===== config.mk =====
export PLATFORM = sky130hd
export DESIGN_NAME = axi_lite_top
export DESIGN_NICKNAME = d
export VERILOG_FILES = /design/src/rtl/axi_lite_pkg.sv /design/src/rtl/axi_lite_if.sv /design/src/rtl/axi_lite_slave.sv /design/src/rtl/axi_lite_top.sv
export SDC_FILE = /design/constraint.sdc
export NUM_CORES = 2
export LEC_CHECK = 0
export ABC_AREA = 1
export BUFFER_PORTS_ARGS = -buffer_cell sky130_fd_sc_hd__buf_2
export CAP_MARGIN = 10
export CORE_MARGIN = 5
export CORE_UTILIZATION = 30
export CTS_CLUSTER_SIZE = 25
export DETAILED_ROUTE_END_ITERATION = 12
export SYNTH_ARGS = -nofsm -noshare
export SYNTH_HDL_FRONTEND = slang
export SYNTH_SLANG_ARGS = --single-unit

===== constraint.sdc =====
create_clock -name ACLK -period 54.6 [get_ports ACLK]
set_input_delay 10.92 -clock ACLK [delete_from_list [all_inputs] [get_ports ACLK]]
set_output_delay 10.92 -clock ACLK [all_outputs]
set_load 0.02 [all_outputs]

===== src/rtl/axi_lite_pkg.sv =====
// Shared constants and state encodings for the AXI4-Lite loopback fixture.
package axi_lite_pkg;

  localparam logic [1:0] RESP_OKAY = 2'b00;

  typedef enum logic [1:0] {W_IDLE, W_ADDR, W_RESP} wstate_t;
  typedef enum logic [1:0] {R_IDLE, R_ADDR, R_DATA} rstate_t;

endpackage


===== src/rtl/axi_lite_if.sv =====
// The five AXI4-Lite channels between the internal master and slave.
interface axi_lite_if #(
  parameter int DATA_WIDTH = 8,
  parameter int ADDR_WIDTH = 7
);
  logic [ADDR_WIDTH-1:0] awaddr;
  logic                  awvalid;
  logic                  awready;
  logic [DATA_WIDTH-1:0] wdata;
  logic                  wvalid;
  logic                  wready;
  logic [1:0]            bresp;
  logic                  bvalid;
  logic                  bready;
  logic [ADDR_WIDTH-1:0] araddr;
  logic                  arvalid;
  logic                  arready;
  logic [DATA_WIDTH-1:0] rdata;
  logic [1:0]            rresp;
  logic                  rvalid;
  logic                  rready;

  modport master (
    output awaddr, awvalid, wdata, wvalid, bready, araddr, arvalid, rready,
    input  awready, wready, bresp, bvalid, arready, rdata, rresp, rvalid
  );

  modport slave (
    input  awaddr, awvalid, wdata, wvalid, bready, araddr, arvalid, rready,
    output awready, wready, bresp, bvalid, arready, rdata, rresp, rvalid
  );
endinterface


===== src/rtl/axi_lite_slave.sv =====
// AXI4-Lite slave with registered one-cycle READY pulses fronting a
// 2^ADDR_WIDTH-word register memory that is cleared by reset.
module axi_lite_slave
  import axi_lite_pkg::*;
#(
  parameter int DATA_WIDTH = 8,
  parameter int ADDR_WIDTH = 7
) (
  input  logic       i_clk,
  input  logic       i_rst,
  axi_lite_if.slave  s_axi
);
  localparam int DEPTH = 2 ** ADDR_WIDTH;

  logic [DATA_WIDTH-1:0] r_mem [DEPTH];
  logic                  r_awready, r_wready, r_bvalid;
  logic                  r_arready, r_rvalid;
  logic [1:0]            r_bresp, r_rresp;
  logic [DATA_WIDTH-1:0] r_rdata;
  logic                  w_aw_hs, w_ar_hs;

  assign w_aw_hs = s_axi.awvalid & s_axi.awready & s_axi.wvalid & s_axi.wready;
  assign w_ar_hs = s_axi.arvalid & s_axi.arready;

  assign s_axi.awready = r_awready;
  assign s_axi.wready  = r_wready;
  assign s_axi.bvalid  = r_bvalid;
  assign s_axi.bresp   = r_bresp;
  assign s_axi.arready = r_arready;
  assign s_axi.rvalid  = r_rvalid;
  assign s_axi.rresp   = r_rresp;
  assign s_axi.rdata   = r_rdata;

  // READY is withheld while the previous response is outstanding and
  // dropped at the handshake edge so it is never high for two cycles.
  always_ff @(posedge i_clk or posedge i_rst) begin
    if (i_rst) begin
      r_awready <= 1'b0;
      r_wready  <= 1'b0;
      r_bvalid  <= 1'b0;
      r_bresp   <= RESP_OKAY;
      r_mem     <= '{default: '0};
    end else if (w_aw_hs) begin
      r_awready           <= 1'b0;
      r_wready            <= 1'b0;
      r_mem[s_axi.awaddr] <= s_axi.wdata;
      r_bvalid            <= 1'b1;
      r_bresp             <= RESP_OKAY;
    end else begin
      if (s_axi.awvalid && s_axi.wvalid && !r_bvalid && !r_awready) begin
        r_awready <= 1'b1;
        r_wready  <= 1'b1;
      end
      if (r_bvalid && s_axi.bready) r_bvalid <= 1'b0;
    end
  end

  always_ff @(posedge i_clk or posedge i_rst) begin
    if (i_rst) begin
      r_arready <= 1'b0;
      r_rvalid  <= 1'b0;
      r_rresp   <= RESP_OKAY;
      r_rdata   <= '0;
    end else if (w_ar_hs) begin
      r_arready <= 1'b0;
      r_rdata   <= r_mem[s_axi.araddr];
      r_rvalid  <= 1'b1;
      r_rresp   <= RESP_OKAY;
    end else begin
      if (s_axi.arvalid && !r_rvalid && !r_arready) r_arready <= 1'b1;
      if (r_rvalid && s_axi.rready) r_rvalid <= 1'b0;
    end
  end
endmodule


===== src/rtl/axi_lite_top.sv =====
// AXI4-Lite loopback: level-request write/read master engines driving the
// internal slave memory. ARESET_N is active-high despite its name.
module axi_lite_top
  import axi_lite_pkg::*;
#(
  parameter int DATA_WIDTH = 8,
  parameter int ADDR_WIDTH = 7
) (
  input  logic                  ACLK,
  input  logic                  ARESET_N,
  input  logic                  write_request,
  input  logic                  read_request,
  input  logic [ADDR_WIDTH-1:0] ext_waddr,
  input  logic [ADDR_WIDTH-1:0] ext_raddr,
  input  logic [DATA_WIDTH-1:0] ext_wdata,
  output logic [DATA_WIDTH-1:0] ext_rdata
);
  axi_lite_if #(.DATA_WIDTH(DATA_WIDTH), .ADDR_WIDTH(ADDR_WIDTH)) axi ();

  wstate_t               r_wstate;
  rstate_t               r_rstate;
  logic [ADDR_WIDTH-1:0] r_awaddr, r_araddr;
  logic [DATA_WIDTH-1:0] r_wdata, r_ext_rdata;
  logic                  r_awvalid, r_wvalid, r_bready;
  logic                  r_arvalid, r_rready;

  assign axi.awaddr  = r_awaddr;
  assign axi.awvalid = r_awvalid;
  assign axi.wdata   = r_wdata;
  assign axi.wvalid  = r_wvalid;
  assign axi.bready  = r_bready;
  assign axi.araddr  = r_araddr;
  assign axi.arvalid = r_arvalid;
  assign axi.rready  = r_rready;
  assign ext_rdata   = r_ext_rdata;

  // A non-OKAY write response replays the held address/data.
  always_ff @(posedge ACLK or posedge ARESET_N) begin
    if (ARESET_N) begin
      r_wstate  <= W_IDLE;
      r_awaddr  <= '0;
      r_wdata   <= '0;
      r_awvalid <= 1'b0;
      r_wvalid  <= 1'b0;
      r_bready  <= 1'b0;
    end else begin
      case (r_wstate)
        W_IDLE: if (write_request) begin
          r_awaddr  <= ext_waddr;
          r_wdata   <= ext_wdata;
          r_awvalid <= 1'b1;
          r_wvalid  <= 1'b1;
          r_wstate  <= W_ADDR;
        end
        W_ADDR: if (axi.awready && axi.wready) begin
          r_awvalid <= 1'b0;
          r_wvalid  <= 1'b0;
          r_bready  <= 1'b1;
          r_wstate  <= W_RESP;
        end
        W_RESP: if (axi.bvalid && r_bready) begin
          r_bready <= 1'b0;
          if (axi.bresp == RESP_OKAY) begin
            r_wstate <= W_IDLE;
          end else begin
            r_awvalid <= 1'b1;
            r_wvalid  <= 1'b1;
            r_wstate  <= W_ADDR;
          end
        end
        default: r_wstate <= W_IDLE;
      endcase
    end
  end

  always_ff @(posedge ACLK or posedge ARESET_N) begin
    if (ARESET_N) begin
      r_rstate    <= R_IDLE;
      r_araddr    <= '0;
      r_arvalid   <= 1'b0;
      r_rready    <= 1'b0;
      r_ext_rdata <= '0;
    end else begin
      case (r_rstate)
        R_IDLE: if (read_request) begin
          r_araddr  <= ext_raddr;
          r_arvalid <= 1'b1;
          r_rstate  <= R_ADDR;
        end
        R_ADDR: if (r_arvalid && axi.arready) begin
          r_arvalid <= 1'b0;
          r_rready  <= 1'b1;
          r_rstate  <= R_DATA;
        end
        R_DATA: if (axi.rvalid && r_rready) begin
          r_ext_rdata <= (axi.rresp == RESP_OKAY) ? axi.rdata : '0;
          r_rready    <= 1'b0;
          r_rstate    <= R_IDLE;
        end
        default: r_rstate <= R_IDLE;
      endcase
    end
  end

  axi_lite_slave #(.DATA_WIDTH(DATA_WIDTH), .ADDR_WIDTH(ADDR_WIDTH)) u_slave (
    .i_clk (ACLK),
    .i_rst (ARESET_N),
    .s_axi (axi.slave)
  );
endmodule


Word-level counts from Yosys, hierarchy flattened
Cells that the tools add are included.

Register bits: 1074. Latch bits: 0. Memory bits (writable): 0. Bits in read-only memories: 0. Bits of input ports: 26. Memories kept: 0.

Add/subtract/negate cells: 0. Multipliers: 0. Div/mod/pow operators: 0. Magnitude comparators: 3. Equality and inequality tests: 10. Shift operators: 0. Muxes and demuxes: 32. Bitwise operators: 7. Reductions and logical operators: 31.

Operators with widths (number): $bwmux W1024 (1); $bmux W8 S7 (1); $demux W8 S7 (1); $mux W8 (3); $ge A8 B8 Y1 const B (2); $not A7 Y8 (2); $reduce_and A3 Y1 (5); $mux W1 (14); $reduce_bool A2 Y1 (7); $mux W2 (6); $ne A2 B2 Y1 const B (6); $pmux W2 S3 (2); $logic_and A1 B1 Y1 (8); $lt A8 B1 Y1 const B (1); $pmux W1 S2 (4); $reduce_and A2 Y1 (3); $reduce_and A5 Y1 (1); $and A1 B1 Y1 (4); $eq A2 B1 Y1 const B (2); $eq A2 B2 Y1 const B (2); $logic_not A1 Y1 (4); $logic_not A2 Y1 (2); $reduce_bool A3 Y1 (1); $not A1 Y1 (1).

Logic depth before layout (Yosys ltp)
Depth after elaboration: 6. Gate-level depth with buffers: 14. Mapped depth without buffers: 11.

Hierarchy
A second synthesis with hierarchy kept.

Cells, all modules: 5974. Area, all modules: 49560.0 um^2.

Modules (own cells, without submodules): axi_lite_slave (instances 1, cells an instance 5842, area each 47966.0 um^2, seq. area each 25924.9 um^2); axi_lite_top (instances 1, cells an instance 132, area each 1594.0 um^2, seq. area each 950.9 um^2).

Least setup slack after synthesis
OpenSTA, ideal clock, no wires.

Path kind: input port to flip-flop. Start: input port read_request. End: register r_araddr[6], in the netlist axi.araddr[6]. Data arrival time: 11.498 ns. Setup slack: 43.024 ns. Stages on the path: 4. Cell sequence: nand2_1 clkbuf_1 nor2_1 a21oi_1.

Word-level cells in the longest chain between the ends: 1.

RTL lines: from (decl) (RTL line axi_lite_top.sv:12) `input logic read_request,`; $reduce_and A2 Y1 (no line); to (signal assigned) (RTL line axi_lite_top.sv:86) `r_araddr <= ext_raddr;`; to (decl) (RTL line axi_lite_top.sv:22) `logic [ADDR_WIDTH-1:0] r_awaddr, r_araddr;`.

No other way between the ends. A chain may end at the register's enable or synchronous reset.

==> key figures <==
Clock network
  • Clock Latency Late Sink: 730 ps
  • CTS Buf Count: 112
  • Post-CTS Setup Inserts: 0
  • H-tree level count: 3
  • Clock Tree Root: clkbuf_16
  • Post-CTS Hold Buffers: 0
  • CTS tree: done
  • Num Clock Sinks: 1074
  • Clock transition at the registers of the reported paths: 60 ps
  • Clk buf depth: 3
  • Resized Gates After CTS: 0

GRT
  • Total gr overflow: 0
  • Global-route wire length before repair: 230 mm
  • GRT Overall Usage: 0.170
  • Initial antenna violation count: 1
  • Largest net degree at the start of global routing: 175
  • Vias in the first global route: 37600

Synth
  • Register bit total from synthesis: 1074
  • Synth warnings: 0
  • Mapped cell area: 0.0487 mm²
  • Syn nets: 6012
  • Synth unique cells: 25
  • Post-Syn Instances: 5986
  • Avg Cell Area, Syn: 8.14 µm²
  • Sequential fraction of the synthesis area: 0.551

Run
  • Number of max-cap violations: 0

Worst setup path
  • Worst setup EP type: asynchronous set/reset pin
  • CP Max Fanout: 117
  • Worst setup SP type: primary input
  • CP required: 55310 ps
  • Crit Path Class: primary input to asynchronous set/reset pin
  • Worst Path Arrival: 14400 ps

Routing
  • Routed Antenna Nets: 0
  • DR pass1 iterations: 7
  • Via Count: 40600
  • Drt via density: 5.08
  • DR iter-0 viols: 5112
  • Drt drc: 0
  • Drt wl/cell: 18.4 µm
  • Routed wire length: 147 mm

Final layout
  • Layout cells sized above 1: 0.0624
  • Area Growth Syn to Fin: 10.9%
  • Final #Nets: 5732
  • Fin cells: 7978
  • Most common cell after layout, fill and taps aside: nand2_1
  • Commonest cells after routing, fill and taps aside: nand2_1 (2272), dfrtp_1 (1070), nand3_1 (986)

STA
  • Min cycle time layout: 13690 ps
  • Max Freq: 0.0731 GHz
  • Final count of hold timing violations: 0
  • Worst hold margin: 472 ps
  • Setup Skew: 30.5 ps
  • RSZ-0062 raised after global routing: no
  • Least-Margin Pin Slew: 1250 ps
  • Period utilization: 0.251
  • Fin. max-slew vios: 0
  • Final count of negative-setup-slack endpoints: 0
  • Slew Limit Headroom: 0.166
  • Setup total negative slack: 0 ps

Die
  • Core Region: 0.162 mm²
  • Starting Density: 0.300
  • # rows: 148
  • Die ar.: 0.171 mm²
  • Die W: 413 µm
  • Top Ports: 34
  • Die height: 413 µm

Power and ir drop
  • Total power: 3.32 mW
  • Pwr per Cell Area: 61.5 mW/mm²
  • Pleak: 24.0 nW
  • VDD IR max: 0.0000636 V

Min path
  • Path category of the worst min-delay check: register to register

Placed design
  • Gpl congestion: 0.799
  • Number of port buffers: 33
  • HPWL after DPL: 81.9 mm
  • Inst Count DP: 7767

Run status
  • Status: finished clean
## metal layers
layer / routed length [µm] / track usage
met1: 67900 / 0.249
met2: 64100 / 0.252
met3: 11200 / 0.0362
met4: 3820 / 0.0467
met5: 0 / 0
## through the flow
stage          setup slack (ps)  utilization  instance area, µm²
6_report                  40910        0.333               54000
5_1_grt                   40350        0.333               54000
4_1_cts                   40790        0.333               54000
3_5_place_dp              40030        0.308               49900
3_3_place_gp              40070        0.308               49900
2_1_floorplan             13450            -               48700
## Yosys cell counts (all sizes together)
library cell	number	area (µm²)
inv	27	101
clkbuf	222	833
mux2	1	11.3
nor2	49	304
a21oi	23	115
buf	254	1420
nor3	2	32.5
o22ai	1	6.26
nand3	986	4930
nand2	2315	8940
or2	1	8.76
dfrtp	1074	26900
o21ai	1026	5130
clkinv	5	18.8
## where the power goes
group,internal [mW],switching [mW]
Clock,0.521,0.334
Sequential,1.09,0.180
Combinational,0.330,0.873
## worst paths after layout
check	cells after the start	slack (ps)	endpoint	from
setup / recovery	5	40910	u_slave.r_mem[189]	ARESET_N
hold / removal	2	470	ext_rdata[7]	ext_rdata[7]
setup reg to reg	14	49220	u_slave.s_axi.rdata[4]	axi.araddr[0]
hold reg to reg	2	470	ext_rdata[7]	ext_rdata[7]
max in group ACLK	1	42430	ext_rdata[4]	ext_rdata[4]
min in group asynchronous	2	10350	u_slave.r_mem[536]	ARESET_N
## cell families after synthesis
logic type,after synthesis,synth area share
muxes,1,0.000231
buffers and inverters,508,0.0487
AOI/OAI and AO/OA,1050,0.108
and+or+nand+nor,3353,0.292
DFF,1074,0.551
## flip-flops by register name, indices dropped and copies added, names as in the netlist, 2 cells and up
register,count
axi.araddr,7
axi.awaddr,7
axi.wdata,8
ext_rdata,8
r_rstate,2
r_wstate,2
u_slave.r_mem,1024
u_slave.s_axi.rdata,8
## critical path, cell delays in order
cell	delay (ps)
buf_2	130
inv_8	520
buf_4	920
buf_4	800
buf_4	830
## cell type report
type / instances / area (µm²)
repair buffers: 82 / 608
multi-input cells: 4404 / 19500
fillers: 17000 / 108000
clock inverters: 45 / 761
clock buffers: 165 / 3380
inverters: 32 / 181
well taps: 2175 / 2720
flip-flops and latches: 1074 / 26900
diodes: 1 / 2.50
No activity file was read; power rests on OpenSTA's default activity.
